===== config.mk =====
export PLATFORM = sky130hd
export DESIGN_NAME = vga_tile_display
export DESIGN_NICKNAME = d
export VERILOG_FILES = /design/src/rtl/vga_pkg.sv /design/src/rtl/vga_timing.sv /design/src/rtl/vga_tile_display.sv
export SDC_FILE = /design/constraint.sdc
export NUM_CORES = 1
export LEC_CHECK = 0
export ABC_CLOCK_PERIOD_IN_PS = 8200
export CAP_MARGIN = 20
export CELL_PAD_IN_SITES_DETAIL_PLACEMENT = 1
export CELL_PAD_IN_SITES_GLOBAL_PLACEMENT = 1
export CORE_UTILIZATION = 41
export CTS_BUF_LIST = sky130_fd_sc_hd__clkbuf_8 sky130_fd_sc_hd__clkbuf_16
export DETAILED_ROUTE_END_ITERATION = 8
export PLACE_DENSITY = 0.93
export RECOVER_POWER = 50
export SYNTH_ARGS = -nofsm -noshare
export SYNTH_HDL_FRONTEND = slang
export SYNTH_SLANG_ARGS = --single-unit

===== constraint.sdc =====
create_clock -name clk -period 8.2 [get_ports clk]
set_input_delay 1.64 -clock clk [delete_from_list [all_inputs] [get_ports clk]]
set_output_delay 1.64 -clock clk [all_outputs]
set_load 0.05 [all_outputs]

===== src/rtl/vga_pkg.sv =====
// Shared VGA definitions: 640x480@60 timing, the RGB444 pixel type and the
// sync polarity encodings used by the tile renderer and later display engines.
package vga_pkg;

    localparam int VGA_640X480_H_ACTIVE = 640;
    localparam int VGA_640X480_H_FP     = 16;
    localparam int VGA_640X480_H_SYNC   = 96;
    localparam int VGA_640X480_H_BP     = 48;
    localparam int VGA_640X480_V_ACTIVE = 480;
    localparam int VGA_640X480_V_FP     = 10;
    localparam int VGA_640X480_V_SYNC   = 2;
    localparam int VGA_640X480_V_BP     = 33;

    localparam logic SYNC_ACTIVE_LOW  = 1'b0;
    localparam logic SYNC_ACTIVE_HIGH = 1'b1;

    typedef struct packed {
        logic [3:0] r;
        logic [3:0] g;
        logic [3:0] b;
    } rgb444_t;

endpackage


===== src/rtl/vga_timing.sv =====
// VGA raster timing: pixel-tick divider, h/v counters and the active/hs/vs
// decode of the current (stage-0) raster position. Syncs are active-high here;
// polarity is applied by whoever drives the pins.
module vga_timing
    import vga_pkg::*;
#(
    parameter int CLK_DIV  = 2,
    parameter int H_ACTIVE = VGA_640X480_H_ACTIVE,
    parameter int H_FP     = VGA_640X480_H_FP,
    parameter int H_SYNC   = VGA_640X480_H_SYNC,
    parameter int H_BP     = VGA_640X480_H_BP,
    parameter int V_ACTIVE = VGA_640X480_V_ACTIVE,
    parameter int V_FP     = VGA_640X480_V_FP,
    parameter int V_SYNC   = VGA_640X480_V_SYNC,
    parameter int V_BP     = VGA_640X480_V_BP
) (
    input  logic        clk,
    input  logic        rst,
    output logic        tick,
    output logic [11:0] h_p0,
    output logic [10:0] v_p0,
    output logic        vld_p0,
    output logic        hs_p0,
    output logic        vs_p0
);

    localparam int H_TOTAL = H_ACTIVE + H_FP + H_SYNC + H_BP;
    localparam int V_TOTAL = V_ACTIVE + V_FP + V_SYNC + V_BP;
    localparam int DIV_W   = (CLK_DIV > 2) ? $clog2(CLK_DIV) : 1;

    localparam logic [DIV_W-1:0] DIV_LAST = DIV_W'(CLK_DIV - 1);
    localparam logic [11:0] H_LAST   = 12'(H_TOTAL - 1);
    localparam logic [10:0] V_LAST   = 11'(V_TOTAL - 1);
    localparam logic [11:0] H_ACT_W  = 12'(H_ACTIVE);
    localparam logic [10:0] V_ACT_W  = 11'(V_ACTIVE);
    localparam logic [11:0] HS_START = 12'(H_ACTIVE + H_FP);
    localparam logic [11:0] HS_END   = 12'(H_ACTIVE + H_FP + H_SYNC);
    localparam logic [10:0] VS_START = 11'(V_ACTIVE + V_FP);
    localparam logic [10:0] VS_END   = 11'(V_ACTIVE + V_FP + V_SYNC);

    logic [DIV_W-1:0] div;

    assign tick = (div == DIV_LAST);

    // Free-running clk divider producing the one-clk pixel tick.
    always_ff @(posedge clk or posedge rst) begin
        if (rst)       div <= '0;
        else if (tick) div <= '0;
        else           div <= div + 1'b1;
    end

    // Raster counters: h wraps each line, v advances on every h wrap.
    always_ff @(posedge clk or posedge rst) begin
        if (rst) begin
            h_p0 <= '0;
            v_p0 <= '0;
        end else if (tick) begin
            if (h_p0 == H_LAST) begin
                h_p0 <= '0;
                v_p0 <= (v_p0 == V_LAST) ? '0 : v_p0 + 1'b1;
            end else begin
                h_p0 <= h_p0 + 1'b1;
            end
        end
    end

    assign vld_p0 = (h_p0 < H_ACT_W) && (v_p0 < V_ACT_W);
    assign hs_p0  = (h_p0 >= HS_START) && (h_p0 < HS_END);
    assign vs_p0  = (v_p0 >= VS_START) && (v_p0 < VS_END);

endmodule


===== src/rtl/vga_tile_display.sv =====
// VGA tile renderer: generates tile RAM reads from the raster position and
// drives RGB444 plus syncs two pixel ticks after the counters.
// Optional feature macro: VGA_TILE_CURSOR_EN adds cursor_addr and inverts the
// colour of the highlighted tile.
module vga_tile_display
    import vga_pkg::*;
#(
    parameter int   CLK_DIV    = 2,
    parameter int   H_ACTIVE   = VGA_640X480_H_ACTIVE,
    parameter int   H_FP       = VGA_640X480_H_FP,
    parameter int   H_SYNC     = VGA_640X480_H_SYNC,
    parameter int   H_BP       = VGA_640X480_H_BP,
    parameter int   V_ACTIVE   = VGA_640X480_V_ACTIVE,
    parameter int   V_FP       = VGA_640X480_V_FP,
    parameter int   V_SYNC     = VGA_640X480_V_SYNC,
    parameter int   V_BP       = VGA_640X480_V_BP,
    parameter int   TILE_SHIFT = 4,
    parameter int   ADDR_W     = 11,
    parameter int   MONO       = 1,
    parameter logic SYNC_POL   = SYNC_ACTIVE_LOW
) (
    input  logic              clk,
    input  logic              rst,
    output logic              tile_rd_en,
    output logic [ADDR_W-1:0] tile_addr,
    input  logic [11:0]       tile_data,
`ifdef VGA_TILE_CURSOR_EN
    input  logic [ADDR_W-1:0] cursor_addr,
`endif
    output logic [3:0]        red_out,
    output logic [3:0]        green_out,
    output logic [3:0]        blue_out,
    output logic              h_sync_out,
    output logic              v_sync_out,
    output logic [11:0]       h_position,
    output logic [10:0]       v_position,
    output logic              frame_start
);

    localparam int TILES_X = H_ACTIVE >> TILE_SHIFT;
    localparam logic [ADDR_W-1:0] TILES_X_A = ADDR_W'(TILES_X);

    // Mono tiles light all twelve colour bits from bit 0.
    function automatic rgb444_t expand_colour(input logic [11:0] d);
        if (MONO != 0) return rgb444_t'({12{d[0]}});
        else           return rgb444_t'(d);
    endfunction

    logic              tick;
    logic [11:0]       h_p0;
    logic [10:0]       v_p0;
    logic              vld_p0, hs_p0, vs_p0;
    logic [ADDR_W-1:0] addr_calc_p0, addr_hold;
    logic              vld_p1, hs_p1, vs_p1, rd_p1;
    rgb444_t           colour_p1, pix_p1, rgb_p2;

    vga_timing #(
        .CLK_DIV(CLK_DIV), .H_ACTIVE(H_ACTIVE), .H_FP(H_FP), .H_SYNC(H_SYNC), .H_BP(H_BP),
        .V_ACTIVE(V_ACTIVE), .V_FP(V_FP), .V_SYNC(V_SYNC), .V_BP(V_BP)
    ) u_timing (
        .clk(clk), .rst(rst), .tick(tick), .h_p0(h_p0), .v_p0(v_p0),
        .vld_p0(vld_p0), .hs_p0(hs_p0), .vs_p0(vs_p0)
    );

    // ---- stage 0: address generation and memory request ----
    assign addr_calc_p0 = ADDR_W'(h_p0 >> TILE_SHIFT) + ADDR_W'(v_p0 >> TILE_SHIFT) * TILES_X_A;
    assign tile_addr    = vld_p0 ? addr_calc_p0 : addr_hold;
    assign tile_rd_en   = tick & vld_p0;
    assign frame_start  = tick && (h_p0 == 12'd0) && (v_p0 == 11'd0);
    assign h_position   = h_p0;
    assign v_position   = v_p0;

    // Remember the last requested address so tile_addr is stable in blanking.
    always_ff @(posedge clk or posedge rst) begin
        if (rst)             addr_hold <= '0;
        else if (tile_rd_en) addr_hold <= addr_calc_p0;
    end

    // ---- stage 1: control delayed one tick, colour captured from the RAM ----
    always_ff @(posedge clk or posedge rst) begin
        if (rst) begin
            vld_p1 <= 1'b0;
            hs_p1  <= 1'b0;
            vs_p1  <= 1'b0;
        end else if (tick) begin
            vld_p1 <= vld_p0;
            hs_p1  <= hs_p0;
            vs_p1  <= vs_p0;
        end
    end

    // Read data is only trusted on the clk right after a request.
    always_ff @(posedge clk or posedge rst) begin
        if (rst) begin
            rd_p1     <= 1'b0;
            colour_p1 <= '0;
        end else begin
            rd_p1 <= tile_rd_en;
            if (rd_p1) colour_p1 <= expand_colour(tile_data);
        end
    end

`ifdef VGA_TILE_CURSOR_EN
    logic [ADDR_W-1:0] addr_p1;

    // Address of the pixel currently held in stage 1, for the cursor compare.
    always_ff @(posedge clk or posedge rst) begin
        if (rst)             addr_p1 <= '0;
        else if (tile_rd_en) addr_p1 <= tile_addr;
    end

    assign pix_p1 = (addr_p1 == cursor_addr) ? ~colour_p1 : colour_p1;
`else
    assign pix_p1 = colour_p1;
`endif

    // ---- stage 2: output registers, syncs kept aligned with RGB ----
    always_ff @(posedge clk or posedge rst) begin
        if (rst) begin
            rgb_p2     <= '0;
            h_sync_out <= ~SYNC_POL;
            v_sync_out <= ~SYNC_POL;
        end else if (tick) begin
            rgb_p2     <= vld_p1 ? pix_p1 : rgb444_t'(12'h000);
            h_sync_out <= hs_p1 ? SYNC_POL : ~SYNC_POL;
            v_sync_out <= vs_p1 ? SYNC_POL : ~SYNC_POL;
        end
    end

    assign red_out   = rgb_p2.r;
    assign green_out = rgb_p2.g;
    assign blue_out  = rgb_p2.b;

endmodule


After elaboration in Yosys (flattened, before gate mapping)
Cells that the tools add are included.

Logic and storage cells: 43. Output and inout port bits: 50. Input bits: 14. Bits in registers: 54.

Equal/unequal tests: 2. Magnitude comparators: 6. Mux-type cells: 7. Bitwise gates (word level): 1. Multiply operators: 1. $add $sub $neg: 4. Reduce and logical (&&, ||, !) cells: 8.

Operator list (number): less-than comparator 12 x 10 -> 1 bit, second input constant (2); two-way mux 12 bit (2); less-than comparator 11 x 9 -> 1 bit, second input constant (2); two-way mux 11 bit (2); adder 12 x 1 -> 12 bit, second input constant (1); == test 12 x 10 -> 1 bit, second input constant (1); greater-or-equal comparator 12 x 10 -> 1 bit, second input constant (1); zero test 12 bit (1); adder 11 x 1 -> 11 bit, second input constant (1); adder 8 x 11 -> 11 bit (1); == test 11 x 10 -> 1 bit, second input constant (1); greater-or-equal comparator 11 x 9 -> 1 bit, second input constant (1); zero test 11 bit (1); multiplier 7 x 3 -> 8 bit, second input constant (1); logical AND 1 bit (5); two-way mux 1 bit (3); AND reduction 2 bit (1); adder 1 bit, second input constant (1); bitwise AND 1 bit (1).

Depth between registers and ports, before layout
Gate-level depths: netlist of the first run.

Depth in word-level cells: 3. Gate-level depth with buffers: 9. Gate-level depth less buffers: 9.

By module
From an unflattened synthesis of the first run, not the netlist that was laid out.

Cell total of the unflattened synthesis: 262. Area, all modules: 2708.8 µm².

By module, submodules not included: vga_tile_display (times used 1, sequential area each 478.0 µm², area each 1433.9 µm², cells an instance 139); vga_timing (times used 1, sequential area each 600.6 µm², area each 1275.0 µm², cells an instance 123).

Least setup slack after synthesis of the first run
OpenSTA, ideal clock, no wires.

Kind: reg2out. Start point: reg u_timing.v_p0[5]. End point: out tile_addr[8]. Data required time: 6.560 ns. Path buffers: 0. Arrival time: 3.664 ns. Stages on the path, launching flop included: 9. Setup slack: 2.896 ns. Path through: dfrtp_1 ha_1 ha_1 fa_1 ha_1 a21oi_1 nand2_1 xor2_1 o21ai_0.

Cells in the longest elaborated chain, start to end: 3. Elaborated cells on any way between the ends: 5. Those cells by class: add/sub: 1; mul: 1; order compare: 1; mux: 1; reduce/logical: 1.

Ends and longest elaborated chain: start: declaration (RTL line vga_timing.sv:21) `output logic [10:0] v_p0,`; start signal: assignment (RTL line vga_timing.sv:60) `v_p0 <= (v_p0 == V_LAST) ? '0 : v_p0 + 1'b1;`; multiplier 7 x 3 -> 8 bit or less-than comparator 11 x 9 -> 1 bit (tied branches) (RTL line vga_tile_display.sv:66, vga_timing.sv:67); adder 8 x 11 -> 11 bit or logical AND 1 bit (tied branches) (RTL line vga_tile_display.sv:66, vga_timing.sv:67); two-way mux 11 bit * (RTL line vga_tile_display.sv:67) `assign tile_addr = vld_p0 ? addr_calc_p0 : addr_hold;`; end: declaration (RTL line vga_tile_display.sv:25) `output logic [ADDR_W-1:0] tile_addr,`.

Mark *: on every way between the ends. The rest lies on a longest branch, timed or not.

Final worst setup path of the first run
Start point: reg u_timing.v_p0[5]. End point: out tile_addr[10].

Same word-level chain as after synthesis.

==> results of run 1 <==
-- cell type report --
| type | count | area (µm²) | area share (%) |
|---|---|---|---|
| clock inverter | 3 | 67.6 | 2.07 |
| multi-input combinational | 186 | 1390 | 42.4 |
| clock buffer | 5 | 68.8 | 2.11 |
| sequential | 43 | 1080 | 33.0 |
| timing repair buffer | 53 | 524 | 16.1 |
| inverter | 12 | 45.0 | 1.38 |
| tap | 77 | 96.3 | 2.95 |
-- power groups by stage --
stage	Sequential, mW	Combinational [mW]	Clock [mW]
floorplan	0.218	0.0179	0
global route	0.214	0.0240	0.210
CTS	0.213	0.0234	0.202
detailed placement	0.218	0.0234	0
global placement	0.217	0.0230	0
finish	0.213	0.0226	0.198
-- sequential cells by signal (all words and copies together), names as in the netlist --
name	count
u_timing.tick	1
vld_p1	1
rd_p1	1
u_timing.h_p0	12
addr_hold	11
colour_p1	1
vs_p1	1
red_out	1
h_sync_out	1
hs_p1	1
u_timing.v_p0	11
v_sync_out	1
-- cell usage after synthesis (5+ instances only) --
cell	instances
nor2_1	14
nand3_1	11
xnor2_1	15
xor2_1	5
ha_1	18
a21oi_1	10
inv_1	12
nand2_1	20
nand4_1	6
o21ai_0	17
mux2_2	16
dfrtp_1	41
buf_4	16
and3_1	7
-- metal layers --
metal / wire length [µm] / share of wire, % / up-vias / track usage [%]
li1: - / - / 998 / -
met1: 3120 / 44 / 1058 / 27.6
met2: 3510 / 50 / 45 / 37.9
met3: 266 / 3.8 / 10 / 4.47
met4: 113 / 1.6 / 0 / 6.74
met5: 0 / 0 / - / 0
-- worst paths after layout --
check                                                   from                       endpoint  depth (start not counted)
worst max-delay path            u_timing.v_p0[5]$_DFFE_PP0P_                  tile_addr[10]                          9
worst min-delay path                       hs_p1$_DFFE_PP0P_         h_sync_out$_DFFE_PP1P_                          1
worst max register to register  u_timing.v_p0[5]$_DFFE_PP0P_      addr_hold[10]$_DFFE_PP0P_                          8
worst min register to register             hs_p1$_DFFE_PP0P_         h_sync_out$_DFFE_PP1P_                          1
max in group asynchronous                                rst  u_timing.v_p0[10]$_DFFE_PP0P_                          3
min in group asynchronous                                rst       colour_p1[0]$_DFFE_PP0P_                          3
-- cell families (layout without fill, tap and decap cells) --
| family | after synthesis | in the layout |
|---|---|---|
| multiplexers | 20 | 20 |
| flip-flops | 43 | 43 |
| XOR/XNOR | 20 | 20 |
| AND/OR/NAND/NOR | 79 | 79 |
| buffers and inverters | 35 | 73 |
| adder cells (fa/ha/maj) | 20 | 20 |
| AO/OA/AOI/OAI | 47 | 47 |
==> results.md, run 1 <==
Status:
- The run finished, with violations left.
- The checks that failed: capacitance limit, slew limit.

Pwr:
- The total internal power is 340 µW.
- The static leakage power is around 1.5 nW.
- IR analysis of the VDD net gives a maximum drop of approximately 0.075 mV.
- In this run, flip-flops and latches consume 49.2% of the power.
- Net switching is roughly 22% of the power.
- The total power is around 430 µW.
- In this run the power spent charging and discharging nets is approximately 94 µW.
- The fraction of power consumed by the clock network is approximately 46%.
- The power density over cell area is roughly 130 nW/µm².
- Of the total power, combinational logic draws roughly 5.2%.

Placed design:
- The half-perimeter wire length of the detailed placement result is 4.81 mm.
- At the end of routability-driven placement, the weighted congestion stood at 0.803.
- Input and output buffers added on the ports amount to 52.
- Including well taps, the total number of placed cells is 371.
- The minimum setup slack after placement is roughly 2.8 ns.
- The placed instances occupy a cell area of 3170 µm².

Finish:
- The final core utilization is between 50% and 60%.
- The number of antenna diodes in the final layout is 0.
- Compared with the post-synthesis result, the final layout area differs by 20.3%.
- In the layout the commonest cells are clkdlybuf4s50_1 (50), dfrtp_1 (41), nand2_1 (20), o21ai_0 (18), ha_1 (18).
- Counting the fill cells in the layout gives around 720.
- For this run, the post-layout net count is ~340.
- The finished layout holds about 380 standard cells, fillers aside.
- The area of all placed cells without fillers is around 3300 µm².
- The most frequent standard cell in the layout excluding fill and tap cells is clkdlybuf4s50_1.
- The fraction of layout cells with a size suffix above 1 is between 10% and 20%.

Critical path:
- The most numerous cell type found on the critical path is ha_1.
- The worst path required time is 6.56 ns.
- The cell with the largest stage delay on the worst path is clkdlybuf4s50_1.
- The largest delay contributor family on the critical path is adder cells.
- The buffers plus inverters on the worst setup path is 1.
- The startpoint-to-endpoint class of the critical path is flip-flop to output pin.
- The launching element type of the critical path is a flip-flop.
- In this design, the stage delay of the slowest critical-path cell is 0.79 ns.
- The data arrival time at the worst-slack endpoint is 4.02 ns.
- The worst reg-to-reg setup slack is ~5 ns.
- The peak fanout along the critical path is 11.
- The worst setup path is captured at an output pin.
- The signal on the critical path passes through ha_1, ha_1, fa_1, ha_1, nand4_1, a2111oi_2, xnor2_1, mux2_2, clkdlybuf4s50_1.

Global route:
- The maximum number of pins on one net before global-route repair is 44.
- The first-pass GRT wire length is approximately 12 mm.
- The total overflow left after global routing is 0.
- The number of global-route vias before repair is about 2300.
- The number of antenna violations at the first check in global routing came to 0.
- Global routing consumed, over all layers together, between 20% and 30% of the routing resources.

Route:
- The sum of routed wire length over all layers is 7.01 mm.
- The via density per instance is around 5.6.
- The per-cell routed wire length is 18.5 µm.
- The number of search-and-repair iterations in the first detailed-routing pass is 4.
- The number of antenna-violating nets in the routed design is 0.
- The number of remaining DRC errors is 0.
- The overall via count from detail_route is roughly 2100.
- The detailed router finished its first iteration with between 50 and 60 violations.

Yosys:
- The number of storage elements in the synthesis netlist is 43.
- The parity-gate share of the synthesized area counting xor and xnor cells is between 6 and 7%.
- The share of the synthesized area in compound gates (AO/OA/AOI/OAI) is 10.9%.
- The most area-hungry cell type in the Yosys netlist is dfrtp_1.
- The area share of and/or/nand/nor cells after synthesis is approximately 16%.
- The proportion of netlist area held by the largest area contributor is a little under two fifths.
- The post-synthesis adder-cell area fraction is under 10%.
- The number of distinct library cells after synthesis is 48.
- After synthesis, the largest family of logic cells by area is simple AND/OR/NAND/NOR gates.
- Counting every instance in the synthesized netlist gives between 200 and 300.
- The mux cell area share after synthesis is under 10%.
- The predominant post-synthesis flop cell is dfrtp_1.
- Ranked by total cell area, the synthesized netlist is headed by dfrtp_1 (38%), ha_1 (8.3%), mux2_2 (6.6%).
- For this run, the register share of the synthesized area comes to 39.7%.
- The mapped netlist covers roughly 2700 µm².
- The number of warnings issued by yosys is 0.
- The net count after synthesis is between 200 and 300.
- Averaged over all synthesized cells, the footprint is 10.3 µm².
- The proportion of register bits with asynchronous set or reset after synthesis is between 90% and 100%.
- The number of synthesized flops with an enable pin is 0.

Clock network:
- The number of clock sinks is 43.
- After clock tree synthesis, the clock-pin slew on the worst setup and hold paths is roughly 0.090 ns.
- Post-CTS timing repair inserted 0 buffers for setup.
- The number of clock buffers added by TritonCTS is 5.
- The clock tree synthesis step divided the H-tree into 2 levels.
- The hold buffer count at CTS is 0.
- TritonCTS built the clock tree.
- CTS placed an instance of clkbuf_8 at the clock tree root.
- Gates resized during post-CTS repair numbered 0.
- The buffer depth of the longest clock path is 2.
- The insertion delay to the later sink of the worst-skew pair is ~0.3 ns.

Timing:
- The post-route minimum period is around 5.7 ns.
- The final-report max-slew violation count is 44.
- Setup violations remaining at the end of the flow were counted as 0.
- Based on the critical path, the design can be clocked at up to approximately 180 MHz.
- Setup repair after global routing left no endpoint under its margin.
- The aggregate negative setup slack is 0 ns.
- The actual transition at the worst max-transition pin is 2.34 ns.
- The number of hold violations in the final report is 0.
- Dividing the final minimum period by the clock period gives ~70%.
- The worst clock skew is between 0.004 and 0.005 ns.
- The relative slew slack is -56.3%.
- Hold is met by ~0.46 ns.
- Setup slack closes at 2.54 ns.

Die:
- 64 I/O pins were placed.
- The core region is between 6000 and 7000 µm².
- The horizontal die dimension is 83.4 µm.
- The area of the die is 6950 µm².
- In this run the vertical extent of the chip is 83.4 µm.
- The effective utilization at floorplan is between 40% and 50%.
- The floorplan has 29 rows.

Flow run:
- The max-cap check violation count is 1.

Hold path:
- The class of the worst hold path is flip-flop to flip-flop.
(Power assumes the default switching activity.)
==> inputs of run 2 (changes only) <==
--- a/config.mk
+++ b/config.mk
@@ -5,14 +5,14 @@
 export SDC_FILE = /design/constraint.sdc
 export NUM_CORES = 1
 export LEC_CHECK = 0
-export ABC_CLOCK_PERIOD_IN_PS = 8200
+export ABC_CLOCK_PERIOD_IN_PS = 5750
 export CAP_MARGIN = 20
 export CELL_PAD_IN_SITES_DETAIL_PLACEMENT = 1
 export CELL_PAD_IN_SITES_GLOBAL_PLACEMENT = 1
-export CORE_UTILIZATION = 41
+export CORE_UTILIZATION = 38
 export CTS_BUF_LIST = sky130_fd_sc_hd__clkbuf_8 sky130_fd_sc_hd__clkbuf_16
 export DETAILED_ROUTE_END_ITERATION = 8
-export PLACE_DENSITY = 0.93
+export PLACE_DENSITY = 0.87
 export RECOVER_POWER = 50
 export SYNTH_ARGS = -nofsm -noshare
 export SYNTH_HDL_FRONTEND = slang
==> constraint.sdc (replaced) <==
create_clock -name clk -period 5.75 [get_ports clk]
set_input_delay 1.15 -clock clk [delete_from_list [all_inputs] [get_ports clk]]
set_output_delay 1.15 -clock clk [all_outputs]
set_load 0.05 [all_outputs]
==> results.md, run 2 (synthesized netlist as in run 1, its figures left out) <==
Status:
- The flow ran to the end, but the final reports show violations.
- The final reports fail on capacitance limit, slew limit.

Timing:
- The final-report max-slew violation count was 44.
- The post-route minimum period is 5.15 ns.
- On the final layout, the worst clock skew is 0.0130 ns.
- Setup slack on the critical path of the routed design comes to roughly 0.6 ns.
- The worst pin sits at a relative slew slack of -57.7%.
- The actual transition at the worst max-transition pin is between 2 and 2.5 ns.
- The number of hold violations in the final report is 0.
- The highest achievable clock rate is 194 MHz.
- Setup repair after global routing left no endpoint under its margin.
- Hold timing on the final database bottoms out at a slack of between 0.4 and 0.5 ns.
- The total setup violations reported at the end of the flow is 0.
- The ratio of final minimum period to clock period is approximately 90%.
- In the final timing run, aggregate negative setup slack is 0 ns.

Pwr:
- The fraction of power consumed by the clock network is 42.2%.
- The total power is 582 µW.
- For this design the static power due to leakage is 1.49 nW.
- In this run switching power makes up a little under a quarter of total power.
- The worst voltage drop across the vdd grid is between 0.1 and 0.15 mV.
- The internal portion of the total power is around 440 µW.
- For this design the ratio of total power to cell area is ~180 nW/µm².
- The proportion of power drawn by combinational gates is about 5.5%.
- In this run the power spent charging and discharging nets is 139 µW.
- Of the total power, registers draw 52.3%.

Hold path:
- The min-delay analysis places its worst path in the category flip-flop to flip-flop.
- The worst hold path begins at hs_p1$_DFFE_PP0P_.

Critical path:
- The signal on the critical path passes through ha_1, ha_1, fa_1, ha_1, nand4_1, a2111oi_2, xnor2_1, mux2_2, clkdlybuf4s50_1.
- The worst register-to-register path begins at u_timing.v_p0[5]$_DFFE_PP0P_.
- The cell repeated most along the worst path is ha_1.
- In this run the worst path has a maximum fanout of 11.
- The largest single stage delay on the critical path is approximately 0.8 ns.
- STA puts the critical path data arrival time at 4.00 ns.
- The most critical setup path has its startpoint at u_timing.v_p0[5]$_DFFE_PP0P_.
- The worst setup path is launched from a flip-flop.
- STA classifies the critical path endpoint as an output pin.
- The slowest stage of the critical path belongs to the cell clkdlybuf4s50_1.
- At the worst endpoint, the required time is roughly 4.6 ns.
- The startpoint-to-endpoint class of the critical path is flip-flop to output pin.

Route:
- The number of search-and-repair iterations in the first detailed-routing pass is 4.
- The count of routing violations after the opening detailed-route iteration is 89.
- The final route contains 2145 vias.
- The number of antenna-violating nets in the routed design is 0.
- The per-cell routed wire length is around 17 µm.
- The routed length on met2 is 3.25 mm.
- For this run, design rule violations remaining after detail routing come to 0.
- Wires add up to 6.59 mm.
- The total met3 wirelength after detailed routing is roughly 330 µm.
- The routed metal-1 wire length is just under 3 mm.
- The topmost layer with routed signal wires is met4.
- Using the TritonRoute via totals, the vias-per-cell ratio works out to roughly 5.4.

Clock network:
- Post-CTS repair changed the size of 0 cells.
- The H-tree depth reported by CTS is 2.
- The longest clock path from root to sink contains 2 buffers.
- The hold buffer count at CTS is 0.
- The number of buffers inserted during clock tree synthesis is 5.
- The cell at the root of the clock tree is clkbuf_8.
- TritonCTS built the clock tree.
- The number of clock sinks is 43.
- The buffers inserted during post-CTS setup optimization is 0.
- The insertion delay to the later sink of the worst-skew pair is between 0.3 and 0.4 ns.
- After clock tree synthesis, the clock-pin slew on the worst setup and hold paths is 0.09 ns.

Die:
- For this configuration, the core starts out at a cell density of a little under 40%.
- 64 I/O pins were placed.
- The height of the die is ~87 µm.
- The die is ~87 µm wide.
- The die covers 7480 µm².
- The area of the core is just under 7000 µm².
- Row generation in the floorplan step produced 30 rows.

Placed design:
- After detailed placement, the design holds a cell count of 390.
- The weighted congestion reported at the end of routability-driven placement is 0.760.
- Buffers placed on the I/O ports in this run total 52.
- The half-perimeter wire length of the detailed placement result is roughly 4.7 mm.
- The minimum setup slack after placement is 0.876 ns.

Global route:
- The number of antenna violations at the first check in global routing is 0.
- The first-pass GRT wire length is about 11 mm.
- The total overflow left after global routing is 0.
- The maximum number of pins on one net before global-route repair is 44.
- The number of global-route vias before repair is approximately 2200.
- The total global-route track usage is 19.1%.

Finish:
- The final-stage net count is 335.
- The number of flip-flops under the largest register name is 12.
- The most frequent standard cell in the layout excluding fill and tap cells is clkdlybuf4s50_1.
- In the layout the commonest cells are clkdlybuf4s50_1 (50), dfrtp_1 (41), nand2_1 (20), o21ai_0 (18), ha_1 (18).
- Ranked by flip-flop count, first place goes to u_timing.h_p0.
- The fraction of layout cells with a size suffix above 1 is roughly 11%.
- The signed area change from the synthesized netlist to the final layout is 20.4%.
- The largest registers in the layout are u_timing.h_p0 (12), addr_hold (11), u_timing.v_p0 (11).
- The repair_antennas step left the layout with diodes totalling 0.
- The finished layout holds 398 standard cells, fillers aside.

Flow run:
- Max-cap violations in this run came to 1.
run 2: cell types whose count changed in the layout (fill, tap and decap cells not counted), sizes merged:
cell and delta:
bufinv -1, inv +1
run 2: through the flow:
step | cell area (µm²) | util [%]
2_1_floorplan | 2710 | -
3_3_place_gp | 3190 | 46.7
3_5_place_dp | 3190 | 46.7
4_1_cts | 3300 | 48.4
5_1_grt | 3270 | 47.8
6_report | 3270 | 47.8
run 2: path summary, 6_finish.rpt:
path	to	slack (ns)	cells after the start
max in group asynchronous	addr_hold[10]$_DFFE_PP0P_	2.24	3
worst max-delay path	tile_addr[10]	0.60	9
worst max register to register	addr_hold[10]$_DFFE_PP0P_	2.70	8
worst min-delay path	h_sync_out$_DFFE_PP1P_	0.45	1
worst min register to register	h_sync_out$_DFFE_PP1P_	0.45	1
min in group asynchronous	addr_hold[2]$_DFFE_PP0P_	2.16	3
run 2: cell type report:
cell class / instances / area (µm²)
clock buffer: 5 / 68.8
clock inverter: 3 / 46.3
fill: 790 / 3560
inverter: 12 / 45.0
multi-input combinational: 186 / 1390
sequential: 43 / 1080
tap: 96 / 120
timing repair buffer: 53 / 524
run 2: power groups by stage:
stage	combinational (mW)	sequential [mW]	clock [mW]
final	0.0322	0.304	0.245
after CTS	0.0334	0.304	0.253
after floorplan	0.0255	0.311	0
after global routing	0.0341	0.304	0.265
after detailed placement	0.0334	0.310	0
after global placement	0.0329	0.310	0
run 2: critical path: cells and delay by family (launching register included):
kind | cells | cell delay [ns]
xor+xnor | 1 | 0.19
buf+inv | 1 | 0.80
flops | 1 | 0.51
mux | 1 | 0.20
simple gates | 1 | 0.17
compound gates | 1 | 0.44
fa+ha+maj | 4 | 1.40
run 2: routing by layer:
layer,vias up,GRT usage [%]
li1,1001,-
met1,1089,25.3
met2,48,31.6
met3,7,4.10
met4,0,5.30
met5,-,0
